==> src/rtl/g2_run_ctrl.sv <==
// g2_run_ctrl: run sequencer around a g2 correlation calculator.
// One run goes IDLE -> ACQ -> DRAIN -> TRIG -> READ -> DONE -> IDLE.
// It gates the a1/a2 sample streams while acquiring, lets the calculator
// pipeline drain, pulses the readout trigger, and tracks the histogram
// readout word by word. Abort only shortens acquisition: once the gate
// closes, the run always finishes its readout so the histogram is cleared.
//
// Handshake semantics (every valid/ready pair here): a transfer happens on a
// rising clk edge where valid and ready are both high. The sender keeps valid
// and its data stable until that edge. The receiver may change ready at any
// time. During READ the block only observes g2V/g2R and never drives them.
module g2_run_ctrl #(
    parameter int CNT_BIT   = 31,
    parameter int BIN_BIT   = 9,
    parameter int DRAIN_CYC = 16
) (
    input  logic             clk,
    input  logic             RST,
    input  logic             start,
    input  logic             abort,
    input  logic [CNT_BIT:0] acqLen,
    input  logic             a1VIn,
    output logic             a1RIn,
    input  logic             a2VIn,
    output logic             a2RIn,
    output logic             a1V,
    input  logic             a1R,
    output logic             a2V,
    input  logic             a2R,
    output logic             calRst,
    input  logic             g2V,
    input  logic             g2R,
    output logic             g2Last,
    output logic             busy,
    output logic             done,
    output logic [CNT_BIT:0] a1Cnt,
    output logic [15:0]      frameCnt,
    output logic [2:0]       dbg_state
);

    typedef enum logic [2:0] {
        IDLE  = 3'd0,
        ACQ   = 3'd1,
        DRAIN = 3'd2,
        TRIG  = 3'd3,
        READ  = 3'd4,
        DONE  = 3'd5
    } state_t;

    // The drain counter only needs to count to DRAIN_CYC-1.
    localparam int              DW         = (DRAIN_CYC > 2) ? $clog2(DRAIN_CYC) : 1;
    localparam logic [DW-1:0]   DRAIN_LAST = DW'(DRAIN_CYC - 1);
    localparam logic [BIN_BIT:0] WORD_LAST = '1;   // NBINS-1

    state_t             state;
    logic               gate;
    logic [CNT_BIT:0]   len_q;
    logic [BIN_BIT:0]   word_cnt;
    logic [DW-1:0]      drain_cnt;

    logic               a1_accept;
    logic               g2_hs;

    assign a1_accept = a1VIn & a1R;
    assign g2_hs     = g2V & g2R;

    // Stream gating: everything is closed unless the registered gate is high.
    assign a1V   = a1VIn & gate;
    assign a1RIn = a1R & gate;
    assign a2V   = a2VIn & gate;
    assign a2RIn = a2R & gate;

    // Flags the histogram word currently presented as the last one.
    assign g2Last = (state == READ) & g2V & (word_cnt == WORD_LAST);

    assign dbg_state = state;

    // Run sequencer: state, counters and registered outputs.
    always_ff @(posedge clk or posedge RST) begin
        if (RST) begin
            state     <= IDLE;
            gate      <= 1'b0;
            calRst    <= 1'b0;
            done      <= 1'b0;
            busy      <= 1'b0;
            len_q     <= '0;
            a1Cnt     <= '0;
            word_cnt  <= '0;
            drain_cnt <= '0;
            frameCnt  <= '0;
        end else begin
            calRst <= 1'b0;
            done   <= 1'b0;
            case (state)
                IDLE: begin
                    // abort is meaningless here; start alone decides.
                    if (start) begin
                        len_q     <= acqLen;
                        a1Cnt     <= '0;
                        word_cnt  <= '0;
                        drain_cnt <= '0;
                        busy      <= 1'b1;
                        if (acqLen == '0) begin
                            state <= DRAIN;
                            gate  <= 1'b0;
                        end else begin
                            state <= ACQ;
                            gate  <= 1'b1;
                        end
                    end
                end
                ACQ: begin
                    if (a1_accept) begin
                        a1Cnt <= a1Cnt + (CNT_BIT+1)'(1);
                    end
                    // Closing the gate on the last accept lets exactly
                    // len_q samples through; abort closes it right away.
                    if ((a1_accept && (a1Cnt == len_q - (CNT_BIT+1)'(1))) || abort) begin
                        state     <= DRAIN;
                        gate      <= 1'b0;
                        drain_cnt <= '0;
                    end
                end
                DRAIN: begin
                    if (drain_cnt == DRAIN_LAST) begin
                        state  <= TRIG;
                        calRst <= 1'b1;
                    end else begin
                        drain_cnt <= drain_cnt + DW'(1);
                    end
                end
                TRIG: begin
                    // calRst falls on this edge, which starts the readout.
                    state <= READ;
                end
                READ: begin
                    if (g2_hs) begin
                        word_cnt <= word_cnt + (BIN_BIT+1)'(1);
                        if (word_cnt == WORD_LAST) begin
                            state    <= DONE;
                            done     <= 1'b1;
                            frameCnt <= frameCnt + 16'd1;
                        end
                    end
                end
                DONE: begin
                    state <= IDLE;
                    busy  <= 1'b0;
                end
                default: begin
                    state <= IDLE;
                    gate  <= 1'b0;
                    busy  <= 1'b0;
                end
            endcase
        end
    end

endmodule

==> config.mk <==
export PLATFORM = sky130hd
export DESIGN_NAME = g2_run_ctrl
export DESIGN_NICKNAME = d
export VERILOG_FILES = /design/src/rtl/g2_run_ctrl.sv
export SDC_FILE = /design/constraint.sdc
export NUM_CORES = 1
export LEC_CHECK = 0
export ABC_AREA = 1
export BUFFER_PORTS_ARGS = -buffer_cell sky130_fd_sc_hd__buf_2
export CORE_MARGIN = 5
export CORE_UTILIZATION = 50
export DETAILED_ROUTE_END_ITERATION = 10
export PLACE_DENSITY = 0.71
export SLEW_MARGIN = 30
export SYNTH_ARGS = -nofsm -noshare
export SYNTH_HDL_FRONTEND = slang
export SYNTH_SLANG_ARGS = --single-unit
==> constraint.sdc <==
create_clock -name clk -period 3.9 [get_ports clk]
set_clock_uncertainty 0.15 [all_clocks]
set_input_delay 0.195 -clock clk [delete_from_list [all_inputs] [get_ports clk]]
set_output_delay 0.195 -clock clk [all_outputs]
set_load 0.005 [all_outputs]
==> tab_implementation.tex <==
\begin{tabular}{lr}
\hline
Metric & Value \\
\hline
\multicolumn{2}{l}{\textbf{Status}} \\
\quad Outcome & complete, no violations \\
\multicolumn{2}{l}{\textbf{GRT}} \\
\quad Most Crowded Layer GR & met2 \\
\quad Wire length of the first global-routing pass & 27520 µm \\
\quad Final global-route overflow total & 0 \\
\quad Via count of the first global-routing pass & 5746 \\
\quad Global-route total usage across every layer & 0.2318 \\
\quad Routing usage on met3 & 0.05261 \\
\quad Number of antenna violations at the first check in global routing & 0 \\
\quad Maximum number of pins on one net before global-route repair & 78 \\
\quad Met2 layer usage reported by global route & 0.3935 \\
\quad Global routing met1 resource utilization & 0.2982 \\
\multicolumn{2}{l}{\textbf{Layout}} \\
\quad Final instance count without filler cells & 1205 \\
\quad Area used by multi-input combinational logic & 3411 µm² \\
\quad Most common cell after layout, fill and taps aside & sky130\_fd\_sc\_hd\_\_nand2\_1 \\
\quad Area taken by flip-flops and latches & 2527 µm² \\
\quad Number of antenna repair diodes & 0 \\
\quad Number of fillers in the final layout & 1161 \\
\quad Number of nets in the layout & 1076 \\
\quad Layout cells sized above 1 & 0.1597 \\
\quad Most used cells in the layout excluding fill and tap cells & sky130\_fd\_sc\_hd\_\_nand2\_1 (267), sky130\_fd\_sc\_hd\_\_nor2\_1 (121), sky130\_fd\_sc\_hd\_\_dfrtp\_1 (101) \\
\quad Area Growth Syn to Fin & 20.22\% \\
\multicolumn{2}{l}{\textbf{CTS}} \\
\quad Number of resized instances in the post-cts repair step & 0 \\
\quad H-tree level count & 3 \\
\quad Clock tree from TritonCTS & built \\
\quad Number of clock sinks & 101 \\
\quad Number of buffers created by CTS & 9 \\
\quad Clock root cell & sky130\_fd\_sc\_hd\_\_clkbuf\_16 \\
\quad Number of post-CTS setup repair buffers & 0 \\
\quad Clock network latency to the later pin of the worst-skew pair & 0.35 ns \\
\quad Clock transition at the register clock pins on the worst setup and hold paths after CTS & 0.07 ns \\
\quad Number of buffers on the longest clock path & 2 \\
\multicolumn{2}{l}{\textbf{Floorplanning}} \\
\quad Ports placed on the boundary & 101 \\
\quad Die outline area & 15160 µm² \\
\quad Vertical die dimension & 123.1 µm \\
\quad Initial Util & 0.5091 \\
\quad Width of the die & 123.1 µm \\
\quad CORE AREA & 12570 µm² \\
\quad Number of cell rows & 41 \\
\multicolumn{2}{l}{\textbf{Routing}} \\
\quad DRC violation count after routing & 0 \\
\quad Average wire per standard cell & 14.14 µm \\
\quad Final ANT Viol Nets & 0 \\
\quad Routed WL & 17040 µm \\
\quad Initial drt markers & 427 \\
\quad Vias after detailed routing & 6081 \\
\quad DR pass1 iterations & 5 \\
\quad Average vias per placed instance & 5.046 \\
\multicolumn{2}{l}{\textbf{Logic synthesis}} \\
\quad Number of synthesized flops with an enable pin & 0 \\
\quad Post-Syn Instances & 896 \\
\quad Seq/Total Area, Yosys & 0.3950 \\
\quad Net Count, Synth & 943 \\
\quad Unique cell type count in the Yosys netlist & 45 \\
\quad Netlist area before placement & 6399 µm² \\
\quad Async SR Flop Fraction & 1.000 \\
\quad Post-synthesis area per instance & 7.141 µm² \\
\quad Count of state elements after synthesis & 101 \\
\quad Cell accounting for the most synthesized area & sky130\_fd\_sc\_hd\_\_dfrtp\_1 \\
\quad Yosys top cell area share & 0.3950 \\
\quad Cell types with the largest area share after synthesis & sky130\_fd\_sc\_hd\_\_dfrtp\_1 (39\%), sky130\_fd\_sc\_hd\_\_nand2\_1 (16\%), sky130\_fd\_sc\_hd\_\_nor2\_1 (7.1\%), sky130\_fd\_sc\_hd\_\_inv\_1 (5.9\%), sky130\_fd\_sc\_hd\_\_xor2\_1 (4.8\%) \\
\quad Yosys warning count & 0 \\
\quad Most common flop cell mapped by yosys & sky130\_fd\_sc\_hd\_\_dfrtp\_1 \\
\multicolumn{2}{l}{\textbf{Worst hold path}} \\
\quad Worst hold path startpoint & a1R \\
\quad HP Class & input pin to flip-flop \\
\quad Worst hold path depth & 3 \\
\multicolumn{2}{l}{\textbf{Critical path}} \\
\quad Required time at the worst-slack endpoint & 4.04 ns \\
\quad Largest incremental delay on the critical path & 0.42 ns \\
\quad Worst reg2reg path startpoint & dbg\_state[0] \\
\quad Buffering stage count on the worst path with inverters included & 2 \\
\quad Setup crit start kind & flip-flop \\
\quad Worst setup EP type & flip-flop \\
\quad Crit Path Category & flip-flop to flip-flop \\
\quad Arrival time worst endpoint & 2.84 ns \\
\quad Crit path launch & dbg\_state[0] \\
\quad Master of the slowest instance on the critical path & sky130\_fd\_sc\_hd\_\_dfrtp\_1 \\
\quad Dominant delay contributor by cell family on the critical path & simple AND/OR/NAND/NOR gates \\
\quad Critical Path, Cell by Cell & inv\_2 -> nand2\_2 -> nor2\_2 -> nand2\_4 -> nand2\_8 -> inv\_6 -> nor3\_4 -> nand4\_2 -> nor2\_2 -> nand2\_2 -> o21ai\_1 -> nand2\_1 -> nor2\_1 \\
\quad Count of cell instances traversed by the critical path & 13 \\
\quad Worst-path maximum fanout & 54 \\
\quad Reg2Reg Depth & 13 \\
\multicolumn{2}{l}{\textbf{STA}} \\
\quad Final period utilization & 0.6916 \\
\quad Final-layout setup total negative slack & 0 ns \\
\quad Max Freq & 0.3708 GHz \\
\quad Final hold viol count & 0 \\
\quad RSZ-0062 raised after global routing & no \\
\quad Time the worst path needs with I/O delays and setup & 2.697 ns \\
\quad Max-slew violation count & 0 \\
\quad Slew Limit Headroom & 0.5479 \\
\quad Number of endpoints failing setup at the final stage & 0 \\
\quad Worst setup slack after layout & 1.203 ns \\
\quad Worst Max-Slew Pin Slew & 0.6782 ns \\
\multicolumn{2}{l}{\textbf{Place}} \\
\quad Placed Instances & 1157 \\
\quad Routability congestion estimate from global placement & 0.9257 \\
\quad Port Buffers & 100 \\
\quad Detailed Place HPWL & 12300 µm \\
\quad Post-Place Worst Slack & 1.221 ns \\
\multicolumn{2}{l}{\textbf{Flow run}} \\
\quad Number of violations of the max-capacitance limit & 0 \\
\multicolumn{2}{l}{\textbf{Pwr}} \\
\quad Maximum VDD drop & 0.0003099 V \\
\quad Static leakage power & 3.939 nW \\
\quad Pwr/cell area & 533.0 nW/µm² \\
\hline
\end{tabular}
-- metrics by stage --
step	area, µm²	total power [mW]	hold slack, ns	util
floorplan	6399	2.764	0.1546	-
global placement	7078	3.177	0.2602	0.5632
detailed placement	7078	3.187	0.2601	0.5632
CTS	7690	4.106	0.05628	0.6118
global route	7692	4.431	0.08176	0.6120
finish	7692	4.100	0.05904	0.6120
-- sequential cells by signal, indices dropped and copies added, names as in the netlist, 3 cells and up --
signal,flops
dbg_state,3
len_q,32
frameCnt,16
a1Cnt,32
drain_cnt,4
word_cnt,10
-- area by class of cell --
type,instances,area share
clock buffer,10,0.03107
clock inverter,5,0.005530
inverter,107,0.05351
multi-input combinational,675,0.4434
sequential,101,0.3286
tap,172,0.02798
timing repair buffer,135,0.1100
-- synthesized netlist by cell type, types with 4 or more instances --
cell type,number
sky130_fd_sc_hd__ha_1,5
sky130_fd_sc_hd__xnor2_1,13
sky130_fd_sc_hd__nand3_1,37
sky130_fd_sc_hd__nor2_2,15
sky130_fd_sc_hd__clkbuf_1,9
sky130_fd_sc_hd__nor3_1,20
sky130_fd_sc_hd__nor3_4,4
sky130_fd_sc_hd__nand2_1,267
sky130_fd_sc_hd__nor2_1,121
sky130_fd_sc_hd__xor2_1,35
sky130_fd_sc_hd__inv_2,5
sky130_fd_sc_hd__dfrtp_1,101
sky130_fd_sc_hd__nor4_1,11
sky130_fd_sc_hd__nand4_1,24
sky130_fd_sc_hd__nand3b_1,8
sky130_fd_sc_hd__nand2_2,6
sky130_fd_sc_hd__inv_1,100
sky130_fd_sc_hd__a21oi_1,28
sky130_fd_sc_hd__o21a_1,8
sky130_fd_sc_hd__o21ai_1,6
sky130_fd_sc_hd__nor2_4,5
sky130_fd_sc_hd__o21ai_0,39
-- worst register-to-register path: cells and delay by family, from the launching register on --
family | cells | cell delay, ns
DFF | 1 | 0.42
and+or+nand+nor | 10 | 1.73
AOI/OAI and AO/OA | 1 | 0.13
buffers and inverters | 2 | 0.19
-- cells by family after synthesis --
group,synth area share
AOI/OAI and AO/OA,0.07587
xor gates and xnor gates,0.06570
adders and majority gates,0.009777
buffers and inverters,0.07196
DFF,0.3950
and+or+nand+nor,0.3817
-- metal layers --
metal  wire [µm]  share of wire  up-vias
met2        8307           0.49      148
met4         298          0.017        0
met5           0              0        -
li1            -              -     3126
met1        7503           0.44     2785
met3         934          0.055       22
-- final timing paths --
| path | to | slack, ns |
|---|---|---|
| max | a1Cnt[26] | 1.20 |
| min | a1Cnt[0] | 0.06 |
| max reg2reg | a1Cnt[26] | 1.20 |
| min reg2reg | busy | 0.33 |
| max in group asynchronous | dbg_state[1] | 2.44 |
| min in group asynchronous | a1Cnt[27] | 0.36 |
-- report_power, final --
part	total, mW	internal, mW	switching (mW)
registers	1.53	1.26	0.276
clock network	0.880	0.455	0.425
logic	1.69	0.596	1.09
-- what timing repair did --
action | 4_1_cts | 5_1_grt
endpoints found under the setup margin | 0 | 0
hold buffers | 33 | 0
hold endpoints to repair | 108 | 0
No activity file was read; power rests on OpenSTA's default activity.
